==> config.mk <==
export PLATFORM = sky130hd
export DESIGN_NAME = seven_seg_scan_decoder
export DESIGN_NICKNAME = d
export VERILOG_FILES = /design/src/rtl/seven_seg_pkg.sv /design/src/rtl/seven_seg_glyph_decode.sv /design/src/rtl/seven_seg_scan_decoder.sv
export SDC_FILE = /design/constraint.sdc
export NUM_CORES = 1
export LEC_CHECK = 0
export CAP_MARGIN = 20
export CORE_ASPECT_RATIO = 2
export CORE_UTILIZATION = 40
export CTS_CLUSTER_DIAMETER = 200
export DETAILED_ROUTE_END_ITERATION = 6
export SLEW_MARGIN = 10
export SYNTH_ARGS = -nofsm -noshare
export SYNTH_HDL_FRONTEND = slang
export SYNTH_SLANG_ARGS = --single-unit
==> constraint.sdc <==
create_clock -name clk_i -period 2.5 [get_ports clk_i]
set_input_delay 0.375 -clock clk_i [delete_from_list [all_inputs] [get_ports clk_i]]
set_output_delay 0.375 -clock clk_i [all_outputs]
set_load 0.1 [all_outputs]
==> src/rtl/seven_seg_pkg.sv <==
// seven_seg_pkg: glyph, select-code and decoder-state definitions shared by the seven-segment driver and decoder
package seven_seg_pkg;
  localparam logic [7:0] GLYPH_L = 8'hC7;
  localparam logic [7:0] GLYPH_R = 8'hAF;
  localparam logic [7:0] GLYPH_B = 8'h83;
  localparam logic [7:0] GLYPH_F = 8'h8E;
  localparam logic [7:0] GLYPH_NIL = 8'hFF;
  localparam logic [3:0] SEL_LR = 4'b1110;
  localparam logic [3:0] SEL_FB = 4'b1101;
  localparam logic [3:0] SEL_OFF = 4'b1111;
  typedef enum logic [1:0] {IDLE, ACQUIRE, LOCKED} dec_state_e;
endpackage

==> src/rtl/seven_seg_glyph_decode.sv <==
// seven_seg_glyph_decode: maps one scan sample (sel_i, digit_i) to command bits_o {F,B,L,R} and flags illegal_o
module seven_seg_glyph_decode
  import seven_seg_pkg::*;
(
  input  logic [3:0] sel_i,
  input  logic [7:0] digit_i,
  output logic [3:0] bits_o,
  output logic       illegal_o
);
  logic lr, fb;
  assign lr = sel_i == SEL_LR;
  assign fb = sel_i == SEL_FB;
  assign bits_o = {fb && digit_i == GLYPH_F, fb && digit_i == GLYPH_B,
                   lr && digit_i == GLYPH_L, lr && digit_i == GLYPH_R};
  assign illegal_o = sel_i != SEL_OFF && bits_o == 4'b0;
endmodule

==> src/rtl/seven_seg_scan_decoder.sv <==
// seven_seg_scan_decoder: snoops the SEL/DIGIT scan bus (sel_i, digit_i) and publishes a window-debounced command_o with cmd_update_o, locked_o and err_count_o
module seven_seg_scan_decoder
  import seven_seg_pkg::*;
#(
  parameter int WINDOW = 2,
  parameter int STABLE_WINDOWS = 4
) (
  input  logic       clk_i,
  input  logic       rst_i,
  input  logic [3:0] sel_i,
  input  logic [7:0] digit_i,
  output logic [3:0] command_o,
  output logic       cmd_update_o,
  output logic       locked_o,
  output logic [7:0] err_count_o
);
  localparam int WW = WINDOW > 1 ? $clog2(WINDOW) : 1;
  localparam int SW = $clog2(STABLE_WINDOWS + 1);
  dec_state_e state_q, state_d;
  logic [WW-1:0] win_q, win_d;
  logic [SW-1:0] stab_q, stab_d, hits;
  logic [3:0] acc_q, acc_d, cand_q, cand_d, command_q, command_d, bits, wv;
  logic [7:0] err_q, err_d;
  logic upd_q, upd_d, illegal, win_end, stable;
  seven_seg_glyph_decode u_dec (
    .sel_i    (sel_i),
    .digit_i  (digit_i),
    .bits_o   (bits),
    .illegal_o(illegal)
  );
  assign win_end = win_q == WW'(WINDOW - 1);
  assign wv = acc_q | bits;
  assign hits = wv == cand_q ? (stab_q == SW'(STABLE_WINDOWS) ? stab_q : stab_q + 1'b1) : SW'(1);
  assign stable = hits == SW'(STABLE_WINDOWS);
  always_comb begin
    state_d = state_q;
    win_d = win_q;
    acc_d = acc_q;
    cand_d = cand_q;
    stab_d = stab_q;
    command_d = command_q;
    upd_d = 1'b0;
    err_d = illegal && err_q != 8'hFF ? err_q + 8'd1 : err_q;
    if (state_q == IDLE) begin
      state_d = ACQUIRE;
      win_d = '0;
      acc_d = '0;
    end else begin
      win_d = win_end ? '0 : win_q + 1'b1;
      acc_d = win_end ? 4'b0 : wv;
      if (win_end) begin
        cand_d = wv;
        stab_d = hits;
        state_d = stable ? LOCKED : ACQUIRE;
        command_d = stable ? wv : command_q;
        upd_d = stable && wv != command_q;
      end
    end
  end
  always_ff @(posedge clk_i or posedge rst_i) begin
    if (rst_i) begin
      state_q <= IDLE;
      win_q <= '0;
      acc_q <= '0;
      cand_q <= '0;
      stab_q <= '0;
      command_q <= '0;
      upd_q <= 1'b0;
      err_q <= '0;
    end else begin
      state_q <= state_d;
      win_q <= win_d;
      acc_q <= acc_d;
      cand_q <= cand_d;
      stab_q <= stab_d;
      command_q <= command_d;
      upd_q <= upd_d;
      err_q <= err_d;
    end
  end
  assign command_o = command_q;
  assign cmd_update_o = upd_q;
  assign locked_o = state_q == LOCKED;
  assign err_count_o = err_q;
endmodule

* Yosys cells after proc, flatten, opt, wreduce, memory -nomap -nowiden
Index checks and enable logic that the tools add are counted.
** Storage, ports and cells
- Register bits after elaboration :: 27
- Input port bits :: 14
- Output and inout port bits :: 14
- Word-level logic and storage cells :: 49
** Operators by class
- $add $sub $neg :: 3
- Eq/ne operators :: 13
- Mux-type cells :: 11
- Bitwise logic cells :: 2
- Reductions and logical operators :: 12
** Operators with widths (count)
- $eq A8 B8 Y1 const B :: 4
- $add A8 B1 Y8 const B :: 1
- $eq A4 B4 Y1 const B :: 2
- $mux W4 :: 2
- $ne A8 B8 Y1 const B :: 1
- $logic_and A1 B1 Y1 :: 7
- $eq A3 B3 Y1 const B :: 2
- $mux W2 :: 3
- $mux W3 :: 2
- $eq A4 B4 Y1 :: 1
- $logic_not A4 Y1 :: 1
- $mux W1 :: 4
- $ne A4 B4 Y1 :: 1
- $ne A4 B4 Y1 const B :: 1
- $or A4 B4 Y4 :: 1
- $add A3 B1 Y3 const B :: 1
- $reduce_and A3 Y1 :: 1
- $eq A2 B2 Y1 const B :: 1
- $logic_not A2 Y1 :: 1
- $reduce_and A2 Y1 :: 1
- $reduce_bool A2 Y1 :: 1
- $add A1 B1 Y1 const B :: 1
- $not A1 Y1 :: 1

* Depth between registers and ports, before layout
Gate-level depths: netlist of run 1.
- Depth after elaboration :: 9
- Depth in mapped cells :: 8
- Mapped depth without buffers :: 8

* Cells and area by module
A second synthesis of run 1 with hierarchy kept.
** Unflattened totals
- Cell total of the unflattened synthesis :: 140
- Area total of the unflattened synthesis :: 1421.4 um2
** By module, submodules not included
- seven_seg_scan_decoder :: instances 1, cells an instance 120, area an instance 1282.5 um2, seq. area each 675.6 um2
- seven_seg_glyph_decode :: instances 1, cells an instance 20, area an instance 138.9 um2, seq. area each 0.0 um2

* Worst setup path before layout of run 1
No wires, ideal clock.
- Path kind :: input port to flip-flop
- Start point :: in sel_i[1]
- End point :: reg command_q[0] (netlist: command_o[0])
- Arrival :: 2385 ps
- Required time :: 2417 ps
- Setup slack :: 33 ps
- Stages on the path :: 7
- Buffers on the path :: 1
- Cell sequence :: or4b_4 -> o41a_1 -> a211o_1 -> nor4b_4 -> buf_6 -> a21oi_1 -> a31oi_1
** On the way
- Longest elaborated chain between the ends :: 7
** RTL lines
- start, declared :: line seven_seg_scan_decoder.sv:10 : input logic [3:0] sel_i,
- $eq A4 B4 Y1, on equally long branches :: line seven_seg_glyph_decode.sv:11, seven_seg_glyph_decode.sv:12
- $logic_and A1 B1 Y1, on equally long branches :: line seven_seg_glyph_decode.sv:14, seven_seg_glyph_decode.sv:13
- $or A4 B4 Y4 (*) :: line seven_seg_scan_decoder.sv:32 : assign wv = acc_q | bits;
- $eq A4 B4 Y1 :: line seven_seg_scan_decoder.sv:33 : assign hits = wv == cand_q ? (stab_q == SW'(STABLE_WINDOWS) ? stab_q : stab_q + 1'b1) : SW'(1);
- $mux W3 :: line seven_seg_scan_decoder.sv:33
- $eq A3 B3 Y1 :: line seven_seg_scan_decoder.sv:34 : assign stable = hits == SW'(STABLE_WINDOWS);
- $reduce_and A3 Y1 (no source line)
- end signal, assigned :: line seven_seg_scan_decoder.sv:76 : command_q <= command_d;
- end, declared :: line seven_seg_scan_decoder.sv:22 : logic [3:0] acc_q, acc_d, cand_q, cand_d, command_q, command_d, bits, wv;
Every way passes the cells marked *; elsewhere a longest branch is shown, timed or not.
A chain may end at the register's enable or synchronous reset.

* Worst setup path after layout of run 1
- Start point :: in digit_i[5]
- End point :: reg command_q[1] (netlist: command_o[1])
** On the way
- Longest elaborated chain between the ends :: 7
** RTL lines
- start, declared :: line seven_seg_scan_decoder.sv:11 : input logic [7:0] digit_i,
- $eq A8 B8 Y1, on equally long branches :: line seven_seg_glyph_decode.sv:14, seven_seg_glyph_decode.sv:13
- $logic_and A1 B1 Y1, on equally long branches :: line seven_seg_glyph_decode.sv:14, seven_seg_glyph_decode.sv:13
- $or A4 B4 Y4 (*) :: line seven_seg_scan_decoder.sv:32
- $eq A4 B4 Y1 :: line seven_seg_scan_decoder.sv:33
- $mux W3 :: line seven_seg_scan_decoder.sv:33
- $eq A3 B3 Y1 :: line seven_seg_scan_decoder.sv:34
- $reduce_and A3 Y1 (no source line)
Marks and branches as above.

==> results of run 1 <==
==> cell usage after synthesis <==
cell type and n:
mux2_2 2, o41a_1 2, nand4_1 1, buf_6 1, nor4_1 1, o21a_1 2, a21oi_1 8, nor4b_4 1
xor2_1 10, or2b_1 1, a21oi_2 1, a21boi_0 1, ha_1 3, a2111o_1 1, nand2b_1 2, a22o_1 1
o22ai_1 1, nor2b_1 3, or3b_2 1, a211o_1 1, nor2_1 12, or3_2 1, o21ai_0 5, mux2i_1 1
a41oi_1 1, clkbuf_1 1, o21bai_1 1, o221ai_1 2, inv_1 7, nand4b_1 3, nand4bb_1 1, nor3_1 6
nand3_1 6, xnor2_1 1, a21o_1 2, nand2_1 13, nand3b_1 3, a31oi_1 4, or4b_4 1, dfrtp_1 27
==> per-stage QoR <==
stage	total power [µW]	hold WS, ns	util [%]	setup TNS, ns
after global routing	2700	0.483	56.0	0
after detailed placement	2310	0.493	54.7	-5.60
after CTS	2570	0.461	56.0	0
after floorplan	1910	0.428	-	0
final	2540	0.449	56.0	0
after global placement	2270	0.494	54.7	-5.36
==> kinds of logic after synthesis <==
logic type | count (synthesis)
fa+ha+maj | 3
buf+inv | 9
xor+xnor | 11
mux | 3
compound gates | 33
flops | 27
simple gates | 56
==> final cells by class <==
| cell class | instances | share of cell area (%) |
|---|---|---|
| multi-input combinational | 106 | 37.3 |
| sequential | 27 | 35.3 |
| timing repair buffer | 48 | 20.5 |
| tap | 48 | 3.14 |
| clock buffer | 4 | 2.36 |
| inverter | 7 | 1.37 |
==> worst max-delay path, delay by kind of cell <==
family	cells	cell delay (ns)
AO/OA/AOI/OAI	4	0.85
buffers and inverters	3	0.54
AND/OR/NAND/NOR	2	0.82
==> routing by layer <==
metal  wire length (µm)  global-route usage (%)
met5                  0                       0
met4                 98                    10.5
met3                102                    1.88
met2               1860                    36.6
met1               1260                    20.8
==> repair_timing <==
action | in CTS | in global routing
endpoints found under the setup margin | 10 | 1
hold buffers | 0 | 0
gates cloned | 0 | 0
resized for setup | 5 | 0
pin swaps | 4 | 1
endpoints found under the hold margin | 0 | 0
==> worst min-delay path by stage <==
stage                   start        endpoint  slack [ns]  depth (start not counted)
4_1_cts                 rst_i  err_count_o[5]        0.46                          3
3_3_place_gp   err_count_o[6]  err_count_o[6]        0.49                          1
5_1_grt                 rst_i    command_o[3]        0.48                          3
3_5_place_dp   err_count_o[6]  err_count_o[6]        0.49                          1
2_1_floorplan           rst_i        acc_q[0]        0.43                          1
6_report                rst_i  err_count_o[4]        0.45                          3
==> registers in the layout, summed over array words and instances (netlist names) <==
register      cells
err_count_o       8
state_q           2
acc_q             4
stab_q            3
cand_q            4
command_o         4
win_end           1
cmd_update_o      1
==> power by group through the flow <==
| stage | Combinational (µW) | Sequential (µW) | Clock, µW |
|---|---|---|---|
| floorplan | 483 | 1430 | 0 |
| global placement | 1530 | 739 | 0 |
| detailed placement | 1560 | 752 | 0 |
| CTS | 1560 | 746 | 257 |
| global route | 1650 | 771 | 272 |
| finish | 1550 | 746 | 247 |
==> results.cfg, run 1 <==
[run_status]
status = completed

[cts]
clk_pin_slew_ns = 0.09
htreeDepth = 1
clock_latency_ns = 0.28
numCtsBuffers = 3
cts.sinks = 27
cts_tree = built
post-cts-setup-buffers = 0
cts_root_buffer = clkbuf_8
cts_max_path_buffers = 2

[timing]
maxSlewHeadroom_pct = 65.7
finalSetupViolCount = 0
setup_ws_ns = 0.119
rsz0062_at_grt = no
period_needed_ns = 2.38
report.final.slew_viol_count = 0
fin_skew_ns = 0.00433
finalHoldViolations = 0
worstMarginPinSlew_ns = 0.514
period_share_pct = 95.3
fmax_mhz = 420

[critical_path]
reg2reg_to = command_o[1]
cp.required_ns = 2.70
crit_chain = dlygate4sd2_1, or4b_4, o41a_1, a211o_1, nor4b_4, buf_4, buf_6, a21oi_1, a31oi_1
critPathArrivalTime_ns = 2.58
path_class = in2reg
crit_slowest_cell = or4b_4
regToRegSetupSlack_ns = 0.52
cpPeakStageDelay_ns = 0.54
setup.worst_path.start = digit_i[5]
cp-end-kind = flop
start_kind = input port
cp-endpoint = command_o[1]
rr_worst_depth = 8
timing.rr.start = cand_q[1]
worstPathMaxFanout = 6

[power_and_ir_drop]
leakagePower_uw = 0.000876
p_sw_uw = 1390
vdd_ir_drop_max_v = 0.000904
internal_power_uw = 1150
p_clk_share_pct = 9.7
sequentialPowerShare_pct = 29.3
comb_power_share_pct = 61.0
power_density_nw_per_um2 = 1330
p_sw_share_pct = 54.8

[synthesis]
synth_cell_types = 40
syn_inst = 142
yosys.area.top_type_share_pct = 47.2
yosysSeqAreaShare_pct = 47.2
synth_fa_ha_area_share_pct = 2.62
ys_ff_latch = 27
synth_compound_area_share_pct = 15.9
synth.net_count = 159
syn_area_um2 = 1430
synth_area_leader_cell = dfrtp_1
yosys.area_share.xor_xnor_pct = 6.74
yosysWarnings = 0
ys_top_cells_by_area = dfrtp_1, xor2_1, nand2_1, nor2_1, a21oi_1
yosys.area_share.simple_pct = 22.3
muxShareOfSynthArea_pct = 2.27
synth_top_family_by_area = simple AND/OR/NAND/NOR gates
avgSynthCellArea_um2 = 10.1

[grt]
grt_first_pass_wirelength_mm = 5.56
first_global_vias = 1312
grt_start_max_net_pins = 28
antenna_found_initial = 0
overflow = 0
grt_use_total_pct = 19.8

[floorplan]
io_pins = 28
dieArea_um2 = 3830
die_h_um = 86.6
fp.dieW_um = 44.3
start_util_pct = 41.9
rows = 30
core_um2 = 3420

[cells_and_area]
drive_gt1_share_pct = 23.4
fin_area_um2 = 1910
antenna_cells = 0
final_cell_mix = buf_4, dfrtp_1, nand2_1
fin_nets = 210
nFillCells = 324
regArea_um2 = 676
final_common_cell = buf_4
multiInputGateArea_um2 = 713
final_cells = 240
areaGrowthSynthToFinish_pct = 33.7

[flow_run]
cap_violations = 0

[detailed_routing]
drt_iter0_markers = 39
routedWlPerCell_um = 13.8
drc = 0
drtPass1Iterations = 5
wl_mm = 3.32
route.antenna.remaining_nets = 0
num_vias = 1234
vias_per_cell = 5.14

[min_path]
hold_path_class = in2async

[placement]
place.detailed.hpwl_mm = 2.69
routabilityCongestion = 0.819
dp_cells = 236
dpl_cell_area_um2 = 1870
io_buffers = 27
dp_slack_ns = -0.482
Note: power is estimated with default switching activity, not from simulation.
==> inputs of run 2 (changes only) <==
--- a/config.mk
+++ b/config.mk
@@ -10,6 +10,7 @@
 export CORE_UTILIZATION = 40
 export CTS_CLUSTER_DIAMETER = 200
 export DETAILED_ROUTE_END_ITERATION = 6
+export GPL_TIMING_DRIVEN = 0
 export SLEW_MARGIN = 10
 export SYNTH_ARGS = -nofsm -noshare
 export SYNTH_HDL_FRONTEND = slang
==> run 2 against run 1 <==
Critical endpoint is now command_o[2]. Highest routed layer unchanged. Critical path depth down 1. Clock power down 2%. Hold slack worse by 0.087 ns. First-iteration DRC count down 49%.
==> results.cfg, run 2 (synthesis results as in run 1) <==
[run_status]
status = completed

[timing]
fin_skew_ns = 0.00570
finalSetupViolCount = 0
finalHoldViolations = 0
report.final.slew_viol_count = 0
period_share_pct = 96.8
worstMarginPinSlew_ns = 0.973
fmax_mhz = 413
period_needed_ns = 2.42
maxSlewHeadroom_pct = 34.9
rsz0062_at_grt = yes

[detailed_routing]
drc = 0
drtPass1Iterations = 4
vias_per_cell = 5.36
route.antenna.remaining_nets = 0
num_vias = 1248
routedWlPerCell_um = 15.0
wl_mm = 3.50
drt_iter0_markers = 20

[floorplan]
start_util_pct = 41.9
core_um2 = 3420
die_h_um = 86.6
dieArea_um2 = 3830
rows = 30
io_pins = 28
fp.dieW_um = 44.3

[cts]
cts_tree = built
cts.sinks = 27
cts_root_buffer = clkbuf_8
ctsHoldBuffers = 0
htreeDepth = 1
numCtsBuffers = 3
clock_latency_ns = 0.27
cts_max_path_buffers = 2
clk_pin_slew_ns = 0.09

[critical_path]
crit_chain = buf_6, or4b_4, o41a_1, a211o_1, nor4b_4, buf_4, a21oi_1, a31oi_1
crit_buf_inv = 2
cpPeakStageDelay_ns = 0.53
critPathArrivalTime_ns = 2.61
cp.required_ns = 2.69
cp-end-kind = flop
path_class = in2reg
cpLargestDelayFamily = compound AO/OA/AOI/OAI gates
worstPathMaxFanout = 4
crit_slowest_cell = or4b_4
start_kind = input port

[cells_and_area]
drive_gt1_share_pct = 17.3
final_common_cell = dfrtp_1
areaGrowthSynthToFinish_pct = 35.6
final_cells = 233
largest_reg_flops = 8
regArea_um2 = 676
final_cell_mix = dfrtp_1, clkdlybuf4s50_1, nor2_1
fin_nets = 203
antenna_cells = 0
multiInputGateArea_um2 = 726
fin_area_um2 = 1940
nFillCells = 308

[placement]
routabilityCongestion = 0.725
dpl_cell_area_um2 = 1760
io_buffers = 27
place.detailed.hpwl_mm = 2.56
dp_cells = 217

[grt]
first_global_vias = 1254
grt_use_total_pct = 19.1
overflow = 0
antenna_found_initial = 0
grt_first_pass_wirelength_mm = 5.48
grt_start_max_net_pins = 28

[min_path]
hold_path_class = in2async

[power_and_ir_drop]
power_density_nw_per_um2 = 1330
leakagePower_uw = 0.000904
vdd_ir_drop_max_v = 0.00109

[flow_run]
cap_violations = 0
-- run 2: cell count changes in the layout (fill, tap and decap cells not counted), moves of 2 or more --
| cell | before | now |
|---|---|---|
| dlygate4sd2_1 | 4 | 0 |
| dlymetal6s2s_1 | 0 | 8 |
| nand2_2 | 0 | 2 |
| clkdlybuf4s50_1 | 9 | 15 |
| buf_6 | 1 | 3 |
| clkbuf_2 | 0 | 2 |
| nand2_1 | 13 | 11 |
| buf_4 | 34 | 10 |
-- run 2: through the flow --
step / setup WS, ns / hold WS, ns / setup TNS [ns] / total power [µW] / util, %
after CTS: 0.00946 / 0.506 / 0 / 2570 / 54.2
after global routing: -0.0155 / 0.371 / -0.0369 / 2710 / 56.8
final: 0.0798 / 0.362 / 0 / 2570 / 56.8
after detailed placement: -0.662 / 0.485 / -6.93 / 2290 / 51.5
after global placement: -0.603 / 0.491 / -6.20 / 2250 / 51.5
after floorplan: 0.0326 / 0.428 / 0 / 1910 / -
-- run 2: what timing repair did --
item,4_1_cts,5_1_grt
setup endpoints to repair,10,8
gates cloned,1,0
hold endpoints to repair,0,0
pin swaps,5,8
setup buffers,5,5
gates resized for setup,8,21
-- run 2: cell type report --
class	count	share of cell area (%)
inverters	7	1.35
flip-flops and latches	27	34.8
repair buffers	39	20.1
clock inverters	1	0.258
clock buffers	3	2.13
multi-input cells	106	37.4
plain buffers	2	0.774
well taps	48	3.10
-- run 2: final timing paths --
kind	from	to	slack, ns	cells past startpoint
max	digit_i[6]	command_o[2]	0.08	8
min reg2reg	err_count_o[6]	err_count_o[6]	0.50	1
max reg2reg	cand_q[1]	command_o[2]	0.52	7
min in group clk_i	err_count_o[6]	err_count_o[6]	0.50	1
min	rst_i	err_count_o[0]	0.36	2
max in group asynchronous	rst_i	err_count_o[6]	1.73	3
-- run 2: report_power, final --
part / internal [µW] / total [µW] / switching [µW]
Combinational: 468 / 1590 / 1130
Clock: 111 / 241 / 130
Sequential: 584 / 740 / 156
-- run 2: routing by layer --
layer | share of wire [%] | track usage, %
met1 | 37 | 19.8
met4 | 1.6 | 7.44
met5 | 0 | 0
met3 | 3.7 | 1.67
met2 | 58 | 36.8
==> inputs of run 3 (changes only) <==
--- a/config.mk
+++ b/config.mk
@@ -15,3 +15,4 @@
 export SYNTH_ARGS = -nofsm -noshare
 export SYNTH_HDL_FRONTEND = slang
 export SYNTH_SLANG_ARGS = --single-unit
+export TNS_END_PERCENT = 5
==> run 3 against run 2 <==
Wire length shrank 0.66%. Clock skew is essentially flat. First-iteration DRC count is 40% higher. Largest power group unchanged. Critical path type unchanged. Sequential cell count unchanged. Via count down 1.7%.
==> results.cfg, run 3 (synthesis results as in run 1) <==
[power_and_ir_drop]
power_density_nw_per_um2 = 1340
vdd_ir_drop_max_v = 0.00109
leakagePower_uw = 0.000898

[cts]
clock_latency_ns = 0.27
cts_tree = built
numCtsBuffers = 3
clk_pin_slew_ns = 0.09
cts_root_buffer = clkbuf_8
cts_max_path_buffers = 2
cts.sinks = 27
htreeDepth = 1

[floorplan]
die_h_um = 86.6
io_pins = 28
dieArea_um2 = 3830
core_um2 = 3420
fp.dieW_um = 44.3
rows = 30
start_util_pct = 41.9

[placement]
io_buffers = 27
place.detailed.hpwl_mm = 2.56
dp_slack_ns = -0.662
routabilityCongestion = 0.725
dp_cells = 217

[flow_run]
cap_violations = 0

[grt]
overflow = 0
grt_start_max_net_pins = 28
grt_use_total_pct = 19.1
grt_first_pass_wirelength_mm = 5.48
first_global_vias = 1254
antenna_found_initial = 0

[cells_and_area]
antenna_cells = 0
final_cell_mix = dfrtp_1, clkdlybuf4s50_1, nor2_1
areaGrowthSynthToFinish_pct = 34.6
fin_nets = 202
multiInputGateArea_um2 = 726
drive_gt1_share_pct = 16.8
largest_reg_flops = 8
final_common_cell = dfrtp_1
regArea_um2 = 676
final_cells = 232
nFillCells = 309

[critical_path]
path_class = in2reg
cp-end-kind = flop
worstPathMaxFanout = 4
cp.required_ns = 2.69
critPathArrivalTime_ns = 2.61
start_kind = input port

[timing]
report.final.slew_viol_count = 0
finalHoldViolations = 0
period_needed_ns = 2.42
finalSetupTns_ns = 0
period_share_pct = 97.0
maxSlewHeadroom_pct = 34.9
worstMarginPinSlew_ns = 0.974
rsz0062_at_grt = yes
fin_skew_ns = 0.00573
setup_ws_ns = 0.0757
finalSetupViolCount = 0
fmax_mhz = 412

[detailed_routing]
drtPass1Iterations = 4
drt_iter0_markers = 28
wl_mm = 3.47
vias_per_cell = 5.29
drc = 0
routedWlPerCell_um = 15.0
route.antenna.remaining_nets = 0
num_vias = 1227

[min_path]
hold_path_class = in2async

[run_status]
status = completed
run 3: cell count changes in the layout (fill, tap and decap cells not counted), sizes merged:
cell    change
clkbuf      +1
buf         -2
run 3: routing by layer:
metal	share of wire [%]	track usage [%]	up-vias	wire, µm
met2	59	36.8	30	2030
met3	3.4	1.67	4	119
met4	1.6	7.44	0	55
met5	0	0	-	0
li1	-	-	595	-
met1	36	19.8	598	1270
run 3: final timing paths:
check / slack (ns) / startpoint / cells past startpoint / to
max in group asynchronous: 1.73 / rst_i / 3 / err_count_o[6]
setup reg to reg: 0.52 / cand_q[1] / 7 / command_o[2]
setup / recovery: 0.08 / digit_i[6] / 8 / command_o[2]
hold reg to reg: 0.50 / err_count_o[6] / 1 / err_count_o[6]
min in group clk_i: 0.50 / err_count_o[6] / 1 / err_count_o[6]
hold / removal: 0.36 / rst_i / 2 / err_count_o[0]
run 3: where the power goes:
part	internal [µW]	switching, µW	total [µW]	leakage [µW]
combinational	466	1130	1590	0.000531
sequential	584	156	740	0.000342
clock	111	129	240	0.0000255
total	1160	1410	2570	0.000898
run 3: area by class of cell:
type	instances	share of cell area [%]
Inverter	7	1.36
Clock buffer	3	2.14
Sequential cell	27	35.1
Multi-Input combinational cell	106	37.7
Buffer	2	0.780
Tap cell	48	3.12
Timing Repair Buffer	38	19.6
Clock inverter	1	0.260
run 3: through the flow:
stage	hold WS (ns)	utilization [%]	total power [µW]	instance area (µm²)
final	0.363	56.4	2570	1930
after global routing	0.371	56.4	2710	1930
after CTS	0.506	54.2	2570	1850
after detailed placement	0.485	51.5	2290	1760
after global placement	0.491	51.5	2250	1760
after floorplan	0.428	-	1910	1430
run 3: critical path: stages:
cell	delay [ns]
buf_6	0.10
or4b_4	0.53
o41a_1	0.46
a211o_1	0.34
nor4b_4	0.39
buf_4	0.18
a21oi_1	0.06
a31oi_1	0.18
run 3: what timing repair did:
item,4_1_cts,5_1_grt
cloned,1,0
setup endpoints to repair,10,8
pin swaps,5,8
hold buffers,0,0
buffers inserted,5,4
gates resized for setup,8,19
